`config.mk`:
```
export PLATFORM = sky130hd
export DESIGN_NAME = regfile_access_master_flat
export DESIGN_NICKNAME = d
export VERILOG_FILES = /design/src/rtl/regfile_access_master_pkg.sv /design/src/rtl/regfile_access_master_if.sv /design/src/rtl/regfile_timeout_ctr.sv /design/src/rtl/regfile_access_master.sv /design/src/flat_wrapper.sv
export SDC_FILE = /design/constraint.sdc
export NUM_CORES = 1
export LEC_CHECK = 0
export BUFFER_PORTS_ARGS = -buffer_cell sky130_fd_sc_hd__buf_2
export CAP_MARGIN = 20
export CORE_MARGIN = 2
export CORE_UTILIZATION = 49
export DETAILED_ROUTE_END_ITERATION = 10
export PLACE_DENSITY = 0.84
export SKIP_CTS_REPAIR_TIMING = 1
export SYNTH_ARGS = -nofsm -noshare
export SYNTH_HDL_FRONTEND = slang
export SYNTH_HIERARCHICAL = 1
export SYNTH_SLANG_ARGS = --single-unit
```
`constraint.sdc`:
```
create_clock -name clk -period 2.4 [get_ports clk]
set_clock_uncertainty 0.2 [all_clocks]
set_input_delay 0.36 -clock clk [delete_from_list [all_inputs] [get_ports clk]]
set_output_delay 0.36 -clock clk [all_outputs]
set_load 0.01 [all_outputs]
```
`src/rtl/regfile_access_master_pkg.sv`:
```
// Shared types for the register-file access master: register enum, FSM states, default width.
package regfile_access_master_pkg;

  localparam int REG_WIDTH_DEF = 32;

  typedef enum logic [2:0] {
    REG0, REG1, REG2, REG3, REG4, REG5, REG6, REG7
  } reg_e;

  typedef enum logic [1:0] {
    IDLE, ACCESS, RESP
  } master_state_e;

endpackage

```
`src/rtl/regfile_access_master_if.sv`:
```
// Host command/response channel plus register-file port, bundled for the access master.
interface regfile_access_master_if
  import regfile_access_master_pkg::*;
#(
  parameter int REG_WIDTH = REG_WIDTH_DEF
) ();

  logic                 req_valid;
  logic                 req_ready;
  logic                 req_write;
  reg_e                 req_addr;
  logic [REG_WIDTH-1:0] req_wdata;
  logic                 resp_valid;
  logic [REG_WIDTH-1:0] resp_rdata;
  logic                 resp_err;
  logic                 RegWrite;
  reg_e                 addr;
  logic [REG_WIDTH-1:0] write_data;
  logic [REG_WIDTH-1:0] read_data;
  logic                 valid;

  modport master (
    input  req_valid, req_write, req_addr, req_wdata, read_data, valid,
    output req_ready, resp_valid, resp_rdata, resp_err, RegWrite, addr, write_data
  );

  modport slave (
    output req_valid, req_write, req_addr, req_wdata, read_data, valid,
    input  req_ready, resp_valid, resp_rdata, resp_err, RegWrite, addr, write_data
  );

endinterface

```
`src/rtl/regfile_timeout_ctr.sv`:
```
// Access-wait cycle counter; only built when REGFILE_MASTER_TIMEOUT_EN is defined.
`ifdef REGFILE_MASTER_TIMEOUT_EN
module regfile_timeout_ctr #(
  parameter int TIMEOUT_CYCLES = 16,
  localparam int CNT_W = (TIMEOUT_CYCLES > 1) ? $clog2(TIMEOUT_CYCLES) : 1
) (
  input  logic clk,
  input  logic rst_n,
  input  logic clear,
  input  logic enable,
  output logic expired
);

  logic [CNT_W-1:0] cnt_q, cnt_d;

  assign expired = (cnt_q == CNT_W'(TIMEOUT_CYCLES - 1));

  always_comb begin
    cnt_d = cnt_q;
    if (clear) begin
      cnt_d = '0;
    end else if (enable && !expired) begin
      cnt_d = cnt_q + 1'b1;
    end
  end

  always_ff @(posedge clk or negedge rst_n) begin
    if (!rst_n) begin
      cnt_q <= '0;
    end else begin
      cnt_q <= cnt_d;
    end
  end

endmodule
`endif

```
`src/rtl/regfile_access_master.sv`:
```
// Serialises host read/write commands onto the register-file port, one access in flight.
// Optional access timeout enabled by defining REGFILE_MASTER_TIMEOUT_EN.
module regfile_access_master
  import regfile_access_master_pkg::*;
#(
  parameter int REG_WIDTH      = REG_WIDTH_DEF,
  parameter int TIMEOUT_CYCLES = 16
) (
  input  logic                     clk,
  input  logic                     rst_n,
  regfile_access_master_if.master  bus
);

  master_state_e        state_q, state_d;
  reg_e                 addr_q, addr_d;
  logic [REG_WIDTH-1:0] wdata_q, wdata_d;
  logic [REG_WIDTH-1:0] rdata_q, rdata_d;
  logic                 regwrite_q, regwrite_d;
  logic                 err_q, err_d;
  logic                 expired;

`ifdef REGFILE_MASTER_TIMEOUT_EN
  regfile_timeout_ctr #(
    .TIMEOUT_CYCLES(TIMEOUT_CYCLES)
  ) u_timeout (
    .clk     (clk),
    .rst_n   (rst_n),
    .clear   (state_q == IDLE),
    .enable  ((state_q == ACCESS) && !bus.valid),
    .expired (expired)
  );
`else
  logic unused_timeout_cfg;
  assign unused_timeout_cfg = (TIMEOUT_CYCLES > 0);
  assign expired            = 1'b0;
`endif

  assign bus.req_ready  = (state_q == IDLE);
  assign bus.resp_valid = (state_q == RESP);
  assign bus.resp_rdata = rdata_q;
  assign bus.resp_err   = err_q;
  assign bus.RegWrite   = regwrite_q;
  assign bus.addr       = addr_q;
  assign bus.write_data = wdata_q;

  always_comb begin
    state_d    = state_q;
    addr_d     = addr_q;
    wdata_d    = wdata_q;
    rdata_d    = rdata_q;
    regwrite_d = regwrite_q;
    err_d      = err_q;
    unique case (state_q)
      IDLE: begin
        if (bus.req_valid) begin
          addr_d     = bus.req_addr;
          wdata_d    = bus.req_wdata;
          regwrite_d = bus.req_write;
          state_d    = ACCESS;
        end
      end
      ACCESS: begin
        // valid beats expiry when both land on the same cycle
        if (bus.valid) begin
          rdata_d    = regwrite_q ? '0 : bus.read_data;
          err_d      = 1'b0;
          regwrite_d = 1'b0;
          state_d    = RESP;
        end else if (expired) begin
          rdata_d    = '0;
          err_d      = 1'b1;
          regwrite_d = 1'b0;
          state_d    = RESP;
        end
      end
      RESP: begin
        state_d = IDLE;
      end
      default: begin
        state_d = IDLE;
      end
    endcase
  end

  always_ff @(posedge clk or negedge rst_n) begin
    if (!rst_n) begin
      state_q    <= IDLE;
      addr_q     <= REG0;
      wdata_q    <= '0;
      rdata_q    <= '0;
      regwrite_q <= 1'b0;
      err_q      <= 1'b0;
    end else begin
      state_q    <= state_d;
      addr_q     <= addr_d;
      wdata_q    <= wdata_d;
      rdata_q    <= rdata_d;
      regwrite_q <= regwrite_d;
      err_q      <= err_d;
    end
  end

endmodule
```
`src/flat_wrapper.sv`:
```
// flat-port wrapper written by rule: the top's interface ports become plain ports
module regfile_access_master_flat import regfile_access_master_pkg::*;
#(
  parameter int REG_WIDTH      = REG_WIDTH_DEF,
  parameter int TIMEOUT_CYCLES = 16
)
  (clk, rst_n, bus_req_valid, bus_req_write, bus_req_addr, bus_req_wdata, bus_read_data, bus_valid, bus_req_ready, bus_resp_valid, bus_resp_rdata, bus_resp_err, bus_RegWrite, bus_addr, bus_write_data);
  regfile_access_master_if #(.REG_WIDTH(REG_WIDTH)) bus_i ();
  input  logic clk;
  input  logic rst_n;
  input wire logic [$bits(bus_i.req_valid)-1:0] bus_req_valid;
  input wire logic [$bits(bus_i.req_write)-1:0] bus_req_write;
  input wire logic [$bits(bus_i.req_addr)-1:0] bus_req_addr;
  input wire logic [$bits(bus_i.req_wdata)-1:0] bus_req_wdata;
  input wire logic [$bits(bus_i.read_data)-1:0] bus_read_data;
  input wire logic [$bits(bus_i.valid)-1:0] bus_valid;
  output wire logic [$bits(bus_i.req_ready)-1:0] bus_req_ready;
  output wire logic [$bits(bus_i.resp_valid)-1:0] bus_resp_valid;
  output wire logic [$bits(bus_i.resp_rdata)-1:0] bus_resp_rdata;
  output wire logic [$bits(bus_i.resp_err)-1:0] bus_resp_err;
  output wire logic [$bits(bus_i.RegWrite)-1:0] bus_RegWrite;
  output wire logic [$bits(bus_i.addr)-1:0] bus_addr;
  output wire logic [$bits(bus_i.write_data)-1:0] bus_write_data;
  assign bus_i.req_valid = bus_req_valid;
  assign bus_i.req_write = bus_req_write;
  assign bus_i.req_addr = bus_req_addr;
  assign bus_i.req_wdata = bus_req_wdata;
  assign bus_i.read_data = bus_read_data;
  assign bus_i.valid = bus_valid;
  assign bus_req_ready = bus_i.req_ready;
  assign bus_resp_valid = bus_i.resp_valid;
  assign bus_resp_rdata = bus_i.resp_rdata;
  assign bus_resp_err = bus_i.resp_err;
  assign bus_RegWrite = bus_i.RegWrite;
  assign bus_addr = bus_i.addr;
  assign bus_write_data = bus_i.write_data;
  regfile_access_master #(.REG_WIDTH(REG_WIDTH), .TIMEOUT_CYCLES(TIMEOUT_CYCLES)) u_core (.clk(clk), .rst_n(rst_n), .bus(bus_i));
endmodule
```
==> impl_metrics.toml <==
[worst_setup_path]
cp-end-kind = "register"
r2r-start = "u_core/state_q[0]"
worstPathCellList = "nand2b_4, nor2_8, buf_4, mux2_4"
crit_fanout = 21
arrival_ns = 1.94
r2r_setup_slack_ns = 0.47
crit_required_ns = 2.41
worst-setup-path-type = "reg -> reg"
worstReg2RegEnd = "u_core/bus.addr[1]"
worst-path-buf-inv = 1
slowest_stage = "dfrtp_1"
max_stage_delay_ns = 0.43
cp_top_family = "simple AND/OR/NAND/NOR gates"
start_kind = "register"
r2r_cells = 4

[min_path]
holdPathStages = 2
worstHoldPathType = "in -> reg"
min_to = "u_core/bus.write_data[13]"
hold_start = "bus_req_wdata[13]"

[pwr]
vdd_drop_max_mv = 0.586
power_density_nw_per_um2 = 1190
total_leakage_power_nw = 2.06

[job]
cap_violations = 0

[global_route]
grt-ovfl-total = 0
grt_max_degree = 71
grt_pass1_wl_microns = 9970
grt_usage = 0.199
grt_pass1_vias = 2077
antenna_found_initial = 0

[synthesis]
synthXorXnorAreaFrac = 0
synth.area.mux_share = 0.171
synthDistinctLibCells = 21
synthSimpleGateAreaFrac = 0.136
synth_top_family_by_area = "multiplexers"
avgSynthCellArea_sq_um = 12.9
synth_compound_area_frac = 0.0574
synth_cells = 230
postSynthNetCount = 302
synth-seq-cells = 70
yosysTopAreaCellShare = 0.591
synth.top_cells.by_count = "dfrtp_1 (70), nand2_1 (33), nand2b_1 (32)"
synthArstFlopShare = 1.00
yosysSeqAreaShare = 0.591
netlist_area_sq_um = 2960
yosys.area.top_type = "dfrtp_1"
synthFlopType = "dfrtp_1"
yosysMostFrequentCell = "dfrtp_1"
synth_edf_count = 0
synth_area_leaders = "dfrtp_1 (59%), mux2_4 (15%), nand2b_1 (6.8%), o21ai_0 (4.9%), nand2_1 (4.2%)"
ys_warn_count = 6
synth_fa_ha_area_frac = 0

[floorplan]
core_sq_um = 5890
die-height_microns = 81.8
die_w_microns = 81.8
die_area_sq_um = 6690
start_util = 0.504
fp-row-count = 28
ios = 143

[cts]
cts_made_buffers = 9
cts_tree = "done"
root_buffer = "clkbuf_8"
htree_num_levels = 3
cts_sinks = 70
cts.clk_slew.worst_paths_ns = 0.08
clockBufferDepth = 2
clk_latency_ns = 0.32

[layout]
drive_above_1_share = 0.524
nNetsFinal = 447
num-fill-cells = 472
final_core_util = 0.662
antenna_cells = 0
syn_to_final_growth_pct = 31.5

[timing]
tightest_slew_ns = 0.549
fin_tns_setup_ns = 0
setup_viol = 0
period_minus_slack_ns = 1.93
hold_viol = 0
fmax_ghz = 0.519
rsz0062_at_grt = "no"
period_share = 0.802
slew_headroom = 0.634
slew_viol_final = 0

[placement]
gp_congestion = 0.717
port_buffers = 141
hpwl_microns = 4720

[detailed_routing]
drt_iter0_markers = 51
drc_errors = 0
ant_nets = 0
wirelength_microns = 6480
viasPerCell = 4.72
vias = 2148
drt_first_pass_iters = 4
wl_per_cell_microns = 14.2

[outcome]
status = "finished, final reports clean"
[worst max path at each step]
stage | from | end | slack (ns) | cells past startpoint
after floorplan | u_core/state_q[0] | u_core/bus.addr[0] | 0.88 | 4
after global placement | u_core/state_q[0] | u_core/bus.write_data[3] | 0.55 | 4
after detailed placement | u_core/state_q[0] | u_core/bus.write_data[3] | 0.48 | 4
after CTS | u_core/state_q[0] | u_core/bus.addr[1] | 0.48 | 4
after global routing | u_core/state_q[0] | u_core/bus.write_data[1] | 0.41 | 4
final | u_core/state_q[0] | u_core/bus.addr[1] | 0.47 | 4
[area by class of cell]
class,instances,area [sq um],share of cell area
Clock inverter,6,62.6,0.0161
Inverter,1,3.75,0.000963
Timing Repair Buffer,148,773,0.198
Multi-Input combinational cell,145,1080,0.278
Clock buffer,10,128,0.0327
Sequential cell,70,1750,0.449
Tap cell,75,93.8,0.0241
[power by group]
group	total (W)	internal, W	switching, W	leakage [nW]
Sequential	0.00199	0.00168	0.000310	0.855
Clock	0.000916	0.000477	0.000440	0.0883
Combinational	0.00174	0.000911	0.000829	1.12
[sequential cells by signal (all words and copies together), names as in the netlist]
signal	cells
u_core/bus.resp_rdata	32
u_core/bus.write_data	32
u_core/bus.addr	3
u_core/state_q	2
u_core/bus.RegWrite	1
[cells by family (layout without fill, tap and decap cells)]
family                 count (synthesis)  after routing
AO/OA/AOI/OAI                         34             34
buffers and inverters                 15            165
flip-flops                            70             70
multiplexers                          35             35
other                                  1              1
AND/OR/NAND/NOR                       75             75
[placed cells by master, fill, tap and decap left out]
master | Yosys | final
mux2_2 | 5 | 5
dfrtp_1 | 70 | 70
nand2_1 | 33 | 33
nand2b_4 | 1 | 1
and2b_1 | 1 | 1
o21ai_1 | 4 | 4
nor2_1 | 2 | 2
nor2_8 | 1 | 1
nand2b_1 | 32 | 32
nor2b_1 | 1 | 1
nand3_1 | 2 | 2
or2b_1 | 1 | 1
buf_4 | 1 | 5
buf_2 | 0 | 141
conb_1 | 1 | 1
mux2_4 | 30 | 30
nand3b_1 | 1 | 1
clkinv_2 | 0 | 2
clkbuf_8 | 0 | 9
dlygate4sd3_1 | 0 | 1
clkbuf_1 | 4 | 1
bufinv_16 | 0 | 1
a21oi_1 | 1 | 1
clkinvlp_4 | 0 | 3
buf_12 | 0 | 1
inv_1 | 1 | 1
o21ai_0 | 29 | 29
[stage by stage]
stage	instances	setup slack, ns	area (sq um)	total power, W	hold WS (ns)
final	455	0.474	3900	0.00465	0.0516
after global routing	455	0.405	3900	0.00500	0.0366
after CTS	454	0.481	3890	0.00470	-0.150
after detailed placement	438	0.482	3700	0.00378	0.212
after global placement	438	0.551	3700	0.00368	0.210
after floorplan	230	0.881	2960	0.00303	-0.136
[routing by layer]
metal  track usage  share of wire  up-vias
met5             0              0        -
met4        0.0667         0.0074        0
met3        0.0571          0.090        5
met2         0.312           0.49       88
met1         0.267           0.41     1012
li1              -              -     1043
No activity file was read; power rests on OpenSTA's default activity.
